### config.mk
export PLATFORM = sky130hd
export DESIGN_NAME = sr_debounce_ctrl
export DESIGN_NICKNAME = d
export VERILOG_FILES = /design/src/rtl/sr_debounce_ctrl.sv
export SDC_FILE = /design/constraint.sdc
export NUM_CORES = 1
export LEC_CHECK = 0
export ABC_AREA = 1
export BUFFER_PORTS_ARGS = -buffer_cell sky130_fd_sc_hd__buf_4
export CORE_ASPECT_RATIO = 1.1
export CORE_UTILIZATION = 25
export CTS_CLUSTER_SIZE = 40
export DETAILED_ROUTE_END_ITERATION = 16
export PLACE_DENSITY = 0.44
export SLEW_MARGIN = 20
export SYNTH_ARGS = -nofsm -noshare
export SYNTH_HDL_FRONTEND = slang
export SYNTH_SLANG_ARGS = --single-unit
### constraint.sdc
create_clock -name clk -period 1.3 [get_ports clk]
set_input_delay 0.13 -clock clk [delete_from_list [all_inputs] [get_ports clk]]
set_output_delay 0.13 -clock clk [all_outputs]
set_load 0.05 [all_outputs]
### src/rtl/sr_debounce_ctrl.sv
// ============================================================================
// Module   : sr_debounce_ctrl
// Brief    : Debounces raw set/reset push-buttons and sequences one gated
//            write (data, enable strobe, hold) into an active-high SR latch.
//            Build option: SR_DEBOUNCE_SYNC_EN selects a 2-flop synchroniser
//            ahead of each debouncer; when undefined a single sampling
//            register is used instead.
// Revision : 1.0  initial release
// ============================================================================
`default_nettype none

module sr_debounce_ctrl #(
    parameter int DEBOUNCE_CYCLES = 1000,
    parameter int CNT_W           = 16
) (
    input  logic clk,
    input  logic rst_n,
    input  logic set_in,
    input  logic rst_in,
    output logic s,
    output logic r,
    output logic en,
    output logic busy,
    output logic conflict
);

    localparam logic [CNT_W-1:0] C_CNT_MAX = CNT_W'(DEBOUNCE_CYCLES - 1);

    typedef enum logic [1:0] {
        ST_IDLE   = 2'd0,
        ST_SETUP  = 2'd1,
        ST_STROBE = 2'd2,
        ST_HOLD   = 2'd3
    } state_t;

    // Channel 0 is set, channel 1 is reset.
    logic [1:0] w_raw;
    logic [1:0] w_rise;
    logic [1:0] w_pend_clr;

    state_t     state_q;
    logic [1:0] pend_q;
    logic       s_q;
    logic       r_q;
    logic       en_q;
    logic       busy_q;
    logic       conflict_q;

    assign w_raw = {rst_in, set_in};

    for (genvar i = 0; i < 2; i++) begin : g_chan
        logic             d_q;
        logic             stable_q;
        logic [CNT_W-1:0] cnt_q;

`ifdef SR_DEBOUNCE_SYNC_EN
        logic             meta_q;

        // Two-flop synchroniser for the asynchronous button level.
        always_ff @(posedge clk or negedge rst_n) begin
            if (!rst_n) begin
                meta_q <= 1'b0;
                d_q    <= 1'b0;
            end else begin
                meta_q <= w_raw[i];
                d_q    <= meta_q;
            end
        end
`else
        // Single sampling register for clock-aligned stimulus.
        always_ff @(posedge clk or negedge rst_n) begin
            if (!rst_n) begin
                d_q <= 1'b0;
            end else begin
                d_q <= w_raw[i];
            end
        end
`endif

        // Accept a new level only after it has differed for DEBOUNCE_CYCLES samples.
        always_ff @(posedge clk or negedge rst_n) begin
            if (!rst_n) begin
                stable_q <= 1'b0;
                cnt_q    <= '0;
            end else if (d_q == stable_q) begin
                cnt_q    <= '0;
            end else if (cnt_q == C_CNT_MAX) begin
                stable_q <= d_q;
                cnt_q    <= '0;
            end else begin
                cnt_q    <= cnt_q + 1'b1;
            end
        end

        // A press is the cycle in which the debounced level is about to go high.
        assign w_rise[i] = d_q && !stable_q && (cnt_q == C_CNT_MAX);
    end

    // Pending flags consumed this cycle: the launched one, or both on a conflict.
    always_comb begin
        w_pend_clr = 2'b00;
        if (state_q == ST_IDLE) begin
            w_pend_clr = pend_q;
        end
    end

    // Write sequencer with registered latch controls and request bookkeeping.
    always_ff @(posedge clk or negedge rst_n) begin
        if (!rst_n) begin
            state_q    <= ST_IDLE;
            pend_q     <= 2'b00;
            s_q        <= 1'b0;
            r_q        <= 1'b0;
            en_q       <= 1'b0;
            busy_q     <= 1'b0;
            conflict_q <= 1'b0;
        end else begin
            conflict_q <= 1'b0;
            pend_q     <= (pend_q & ~w_pend_clr) | w_rise;
            case (state_q)
                ST_IDLE: begin
                    if (pend_q == 2'b11) begin
                        conflict_q <= 1'b1;
                    end else if (pend_q[0]) begin
                        state_q <= ST_SETUP;
                        s_q     <= 1'b1;
                        r_q     <= 1'b0;
                        busy_q  <= 1'b1;
                    end else if (pend_q[1]) begin
                        state_q <= ST_SETUP;
                        s_q     <= 1'b0;
                        r_q     <= 1'b1;
                        busy_q  <= 1'b1;
                    end
                end
                ST_SETUP: begin
                    state_q <= ST_STROBE;
                    en_q    <= 1'b1;
                end
                ST_STROBE: begin
                    state_q <= ST_HOLD;
                    en_q    <= 1'b0;
                end
                ST_HOLD: begin
                    state_q <= ST_IDLE;
                    s_q     <= 1'b0;
                    r_q     <= 1'b0;
                    busy_q  <= 1'b0;
                end
                default: begin
                    state_q <= ST_IDLE;
                    s_q     <= 1'b0;
                    r_q     <= 1'b0;
                    en_q    <= 1'b0;
                    busy_q  <= 1'b0;
                end
            endcase
        end
    end

    assign s        = s_q;
    assign r        = r_q;
    assign en       = en_q;
    assign busy     = busy_q;
    assign conflict = conflict_q;

endmodule

`default_nettype wire
=== Yosys cells after proc, flatten, opt, wreduce, memory -nomap -nowiden ===
Cells that the tools add are included.

* Bits in registers: 45
* Word-level logic and storage cells: 66
* Output and inout bits: 5
* Bits of input ports: 4

* Bitwise operators: 5
* Reductions and logical operators: 13
* Equal/unequal tests: 10
* Add/sub/neg operators: 2
* Multiplexer cells: 23

{| class="wikitable"
|+ Operators with widths
! cell !! number
|-
| 16-bit two-way mux || 4
|-
| 16-bit by 1-bit adder with 16-bit output (second input constant) || 2
|-
| 16-bit by 10-bit equality test with 1-bit output (second input constant) || 2
|-
| 1-bit two-way mux || 10
|-
| 2-bit two-way mux || 4
|-
| 1-bit one-hot mux with 2 select lines || 4
|-
| 2-bit one-hot mux with 4 select lines || 1
|-
| 2-bit equality test (second input constant) || 3
|-
| 2-bit AND reduction || 3
|-
| 1-bit logical AND || 4
|-
| 2-bit nonzero test || 2
|-
| 3-bit != test (second input constant) || 1
|-
| 3-bit AND reduction || 1
|-
| 2-bit bitwise AND || 1
|-
| 1-bit equality test || 2
|-
| 2-bit by 1-bit equality test with 1-bit output (second input constant) || 1
|-
| 1-bit zero test || 2
|-
| 2-bit zero test || 1
|-
| 2-bit != test (second input constant) || 1
|-
| 1-bit inverter || 2
|-
| 2-bit inverter || 1
|-
| 2-bit bitwise OR || 1
|}

=== Longest topological paths before layout ===
* Depth in word-level cells: 5
* Depth in mapped cells: 8
* Gate-level depth less buffers: 8

=== Worst setup path after synthesis ===
OpenSTA, ideal clock, no wires.

* Path kind: register to register
* From: register g_chan[0].d_q
* To: register g_chan[0].cnt_q[5]
* Period minus slack after synthesis: 1.327 ns
* Data arrival time: 1.203 ns
* Slack: -0.027 ns
* Cell stages (with the launch flop): 6
* Buffers on the path: 1
* Path through: dfrtp_1 ha_1 clkbuf_1 inv_1 nand2_1 nor2_1

* Longest elaborated chain between the ends: 2

{| class="wikitable"
|+ Ends and longest elaborated chain
! item !! line !! text
|-
| from (decl) || 52 || <nowiki>logic d_q;</nowiki>
|-
| from (signal assigned) || 75 || <nowiki>d_q <= w_raw[i];</nowiki>
|-
| 1-bit equality test || 85 || <nowiki>end else if (d_q == stable_q) begin</nowiki>
|-
| 16-bit two-way mux || 85 ||
|-
| to (signal assigned) || 91 || <nowiki>cnt_q <= cnt_q + 1'b1;</nowiki>
|-
| to (decl) || 54 || <nowiki>logic [CNT_W-1:0] cnt_q;</nowiki>
|}

Every way passes these cells.
A chain may end at the register's enable or synchronous reset.

=== Worst setup path after layout ===
* From: register g_chan[1].cnt_q[0]
* To: register g_chan[1].cnt_q[8]

* Longest elaborated chain between the ends: 3

{| class="wikitable"
|+ Ends and longest elaborated chain
! item !! line !! text
|-
| from (decl) || 54 ||
|-
| from (signal assigned) || 91 ||
|-
| 16-bit by 1-bit adder with 16-bit output / 16-bit by 10-bit equality test with 1-bit output (equally long branches) || 91, 87 ||
|-
| 16-bit two-way mux * || 87 || <nowiki>end else if (cnt_q == C_CNT_MAX) begin</nowiki>
|-
| 16-bit two-way mux * || 85 ||
|}

Every way passes the cells marked *; elsewhere a longest branch is shown, timed or not.

==> out/qor.yml <==
status: "completed"
die_h_microns: 105
grtUsageMet3_pct: 2.40
ys_seq_area_share_pct: 46.7
min_period_over_period_pct: 96.5
maxCapViolCount: 0
synth_adder_area_share_pct: 3.63
synth_nets: 329
root_buffer: "clkbuf_8"
synth-simple-area-share_pct: 34.4
vdd.ir_drop.worst_mv: 0.322
share_comb_of_total_power_pct: 5.8
dp_hpwl_microns: 3920
die_w_microns: 95.6
p_sw_share_pct: 25.3
cellPowerDensity_mw_per_mm2: 792
rsz0062_at_grt: "true"
clkPwrFrac_pct: 36.8
vias: 2085
max_stage_delay_ps: 390
port_buffers: 8
relSlewSlack_pct: 60.5
final_nets: 377
use_met2_pct: 20.2
die_area_sq_mm: 0.0100
cp_num_buf_inv: 2
crit_path_start_kind: "register"
switchingPower_mw: 0.632
instances_no_fill: 484
p_leak_nw: 1.41
grt_pass1_wl_microns: 9210
slew_violations: 0
grt_max_degree: 46
coreArea_sq_mm: 0.00935
routabilityCongestion: 0.806
dp_cells: 465
crit_type: "register to register"
yosysWarnings: 0
synth_top_family_by_area: "simple AND/OR/NAND/NOR gates"
avgSynthCellArea_sq_um: 7.58
path_cells: "ha_2, buf_4, nand3_4, inv_2, nand2_2, xor2_1, nor2_1"
worst_setup_path_end_kind: "register"
wire_per_inst_microns: 11.1
fin_crit_ps: 1250
worstPathArrival_ps: 1450
cts_buffers: 5
startpoint: "g_chan[1].cnt_q[0]$_DFF_PN0_"
fmax_ghz: 0.797
cts.sinks: 45
p_int_mw: 1.87
ys_ff_latch: 45
cts_tree: "built"
grt_util_all_layers_pct: 11.7
clkLatencyLatePin_ps: 310
p_seq_share_pct: 57.4
ff2ff_path_depth: 7
skew_ps: 8.54
cts_max_level: 2
syn_inst: 318
power_mw: 2.50
io_pins: 9
viasPerCell: 4.31
synth-xor-area-share_pct: 3.63
ys_types: 21
overflow: 0
muxShareOfSynthArea_pct: 0
drive_above_1_share_pct: 26.2
antenna_found_initial: 0
setup_viol: 0
synth_compound_area_share_pct: 5.24
firstDrtPassIters: 4
grt_pass1_vias: 2058
r2r_start: "g_chan[1].cnt_q[0]$_DFF_PN0_"
reg2reg_to: "g_chan[1].cnt_q[8]$_DFF_PN0_"
reg2reg_slack_ps: 50
cpLargestDelayFamily: "flip-flops"
row_count: 37
final_hold_viol_count: 0
cts.clk_slew.worst_paths_ps: 100
wl_microns: 5370
hp-class: "primary input to async pin"
clock_path_buffers: 2
diodes: 0
crit_required_ps: 1500
ant_nets: 0
worst-slew-pin-transition_ps: 593
top_usage_layer: "met2"
met1_usage_pct: 14.5
drtIter0Drc: 46
area_growth_syn_to_layout_pct: 31.0
drc: 0
critPathMaxFanout: 4
initial_utilization_pct: 25.8
cpMaxStageDelayCell: "dfrtp_1"
synthesis.area_sq_mm: 0.00241
cell families after synthesis:
kind of cell | Yosys count
adder cells (fa/ha/maj) | 7
flip-flops | 45
AND/OR/NAND/NOR | 194
buffers and inverters | 41
XOR/XNOR | 10
AO/OA/AOI/OAI | 21
metal layers:
metal	part of all wire [%]	routed length, microns	vias up
met5	0	0	-
met4	1.2	64	0
met2	49	2610	16
li1	-	-	1090
met3	2.4	128	8
met1	48	2560	971
what timing repair did:
item / 4_1_cts / 5_1_grt
gates resized for setup: 12 / 43
setup buffers: 1 / 7
hold endpoints to repair: 47 / 0
hold buffers: 3 / 0
setup endpoints to repair: 20 / 35
pin swaps: 10 / 13
synth_stat cells:
cell      number  area share (%)
nand2_4        1            0.47
nand3b_1       1            0.31
inv_1         39             6.1
ha_1           7             3.6
xnor2_1        3             1.1
o21ai_4        1            0.67
nand2_1       78              12
a21oi_1        3            0.62
o21ai_0       10             2.1
nand3_1       20             4.2
nand2_2        4             1.0
nor2_2         6             1.6
nor3_1         2            0.42
o21bai_1       4             1.2
nor2_1        70              11
clkbuf_1       2            0.31
xor2_1         7             2.5
o21ai_1        3            0.62
nand3_2        2            0.83
dfrtp_1       45              47
nand4_1       10             2.6
cell usage in the layout (no fill, tap or decap), types with 3 or more instances in the layout:
cell	count
nand2_1	70
nor2_1	60
dfrtp_1	42
buf_4	39
inv_1	35
nand3_1	17
nor2_4	10
nand4_1	10
nand2_2	9
xor2_1	7
o21ai_0	7
nor2_2	6
clkbuf_8	5
o21bai_1	4
inv_2	4
nand2_4	4
ha_1	4
a21oi_1	3
nand3_2	3
xnor2_1	3
o21ai_1	3
dfrtp_2	3
dlygate4sd3_1	3
stage by stage:
stage / worst slack (ps) / util (%) / hold slack (ps) / setup TNS [ps] / cell area (sq um)
floorplan: 23.0 / - / -166 / 0 / 2410
global placement: -48.0 / 29.8 / 181 / -477 / 2790
detailed placement: -66.5 / 29.8 / 194 / -709 / 2790
CTS: -16.8 / 31.6 / 384 / -86.1 / 2960
global route: -53.7 / 33.8 / 430 / -367 / 3160
finish: 45.6 / 33.8 / 359 / 0 / 3160
flip-flops by register name (all words and copies together) (netlist names):
register / cells
pend_q: 2
g_chan.stable_q: 2
busy: 1
s: 1
g_chan.cnt_q: 32
conflict: 1
en: 1
state_q: 2
g_chan.d_q: 2
r: 1
area by class of cell:
class                      instances  area, sq um
clock buffer                       5         68.8
clock inverter                     3         25.0
fill                            1012         6190
inverter                          39          146
multi-input combinational        232         1310
sequential                        45         1130
tap                              117          146
timing repair buffer              43          334
worst max-delay path by stage:
stage	endpoint	cells past startpoint	slack, ps
after global routing	g_chan[1].cnt_q[10]$_DFF_PN0_	8	-50
final	g_chan[1].cnt_q[8]$_DFF_PN0_	7	50
after detailed placement	g_chan[0].cnt_q[8]$_DFF_PN0_	8	-70
after CTS	g_chan[0].cnt_q[3]$_DFF_PN0_	8	-20
after global placement	g_chan[0].cnt_q[8]$_DFF_PN0_	8	-50
after floorplan	g_chan[1].stable_q$_DFFE_PN0P_	5	20
power by group through the flow:
stage	Combinational, mW	Sequential (mW)	Clock (mW)
4_1_cts	0.140	1.43	0.972
3_3_place_gp	0.125	1.46	0
6_report	0.146	1.44	0.920
5_1_grt	0.171	1.44	1.02
2_1_floorplan	0.0451	1.46	0
3_5_place_dp	0.129	1.46	0
No activity file was read; power rests on OpenSTA's default activity.
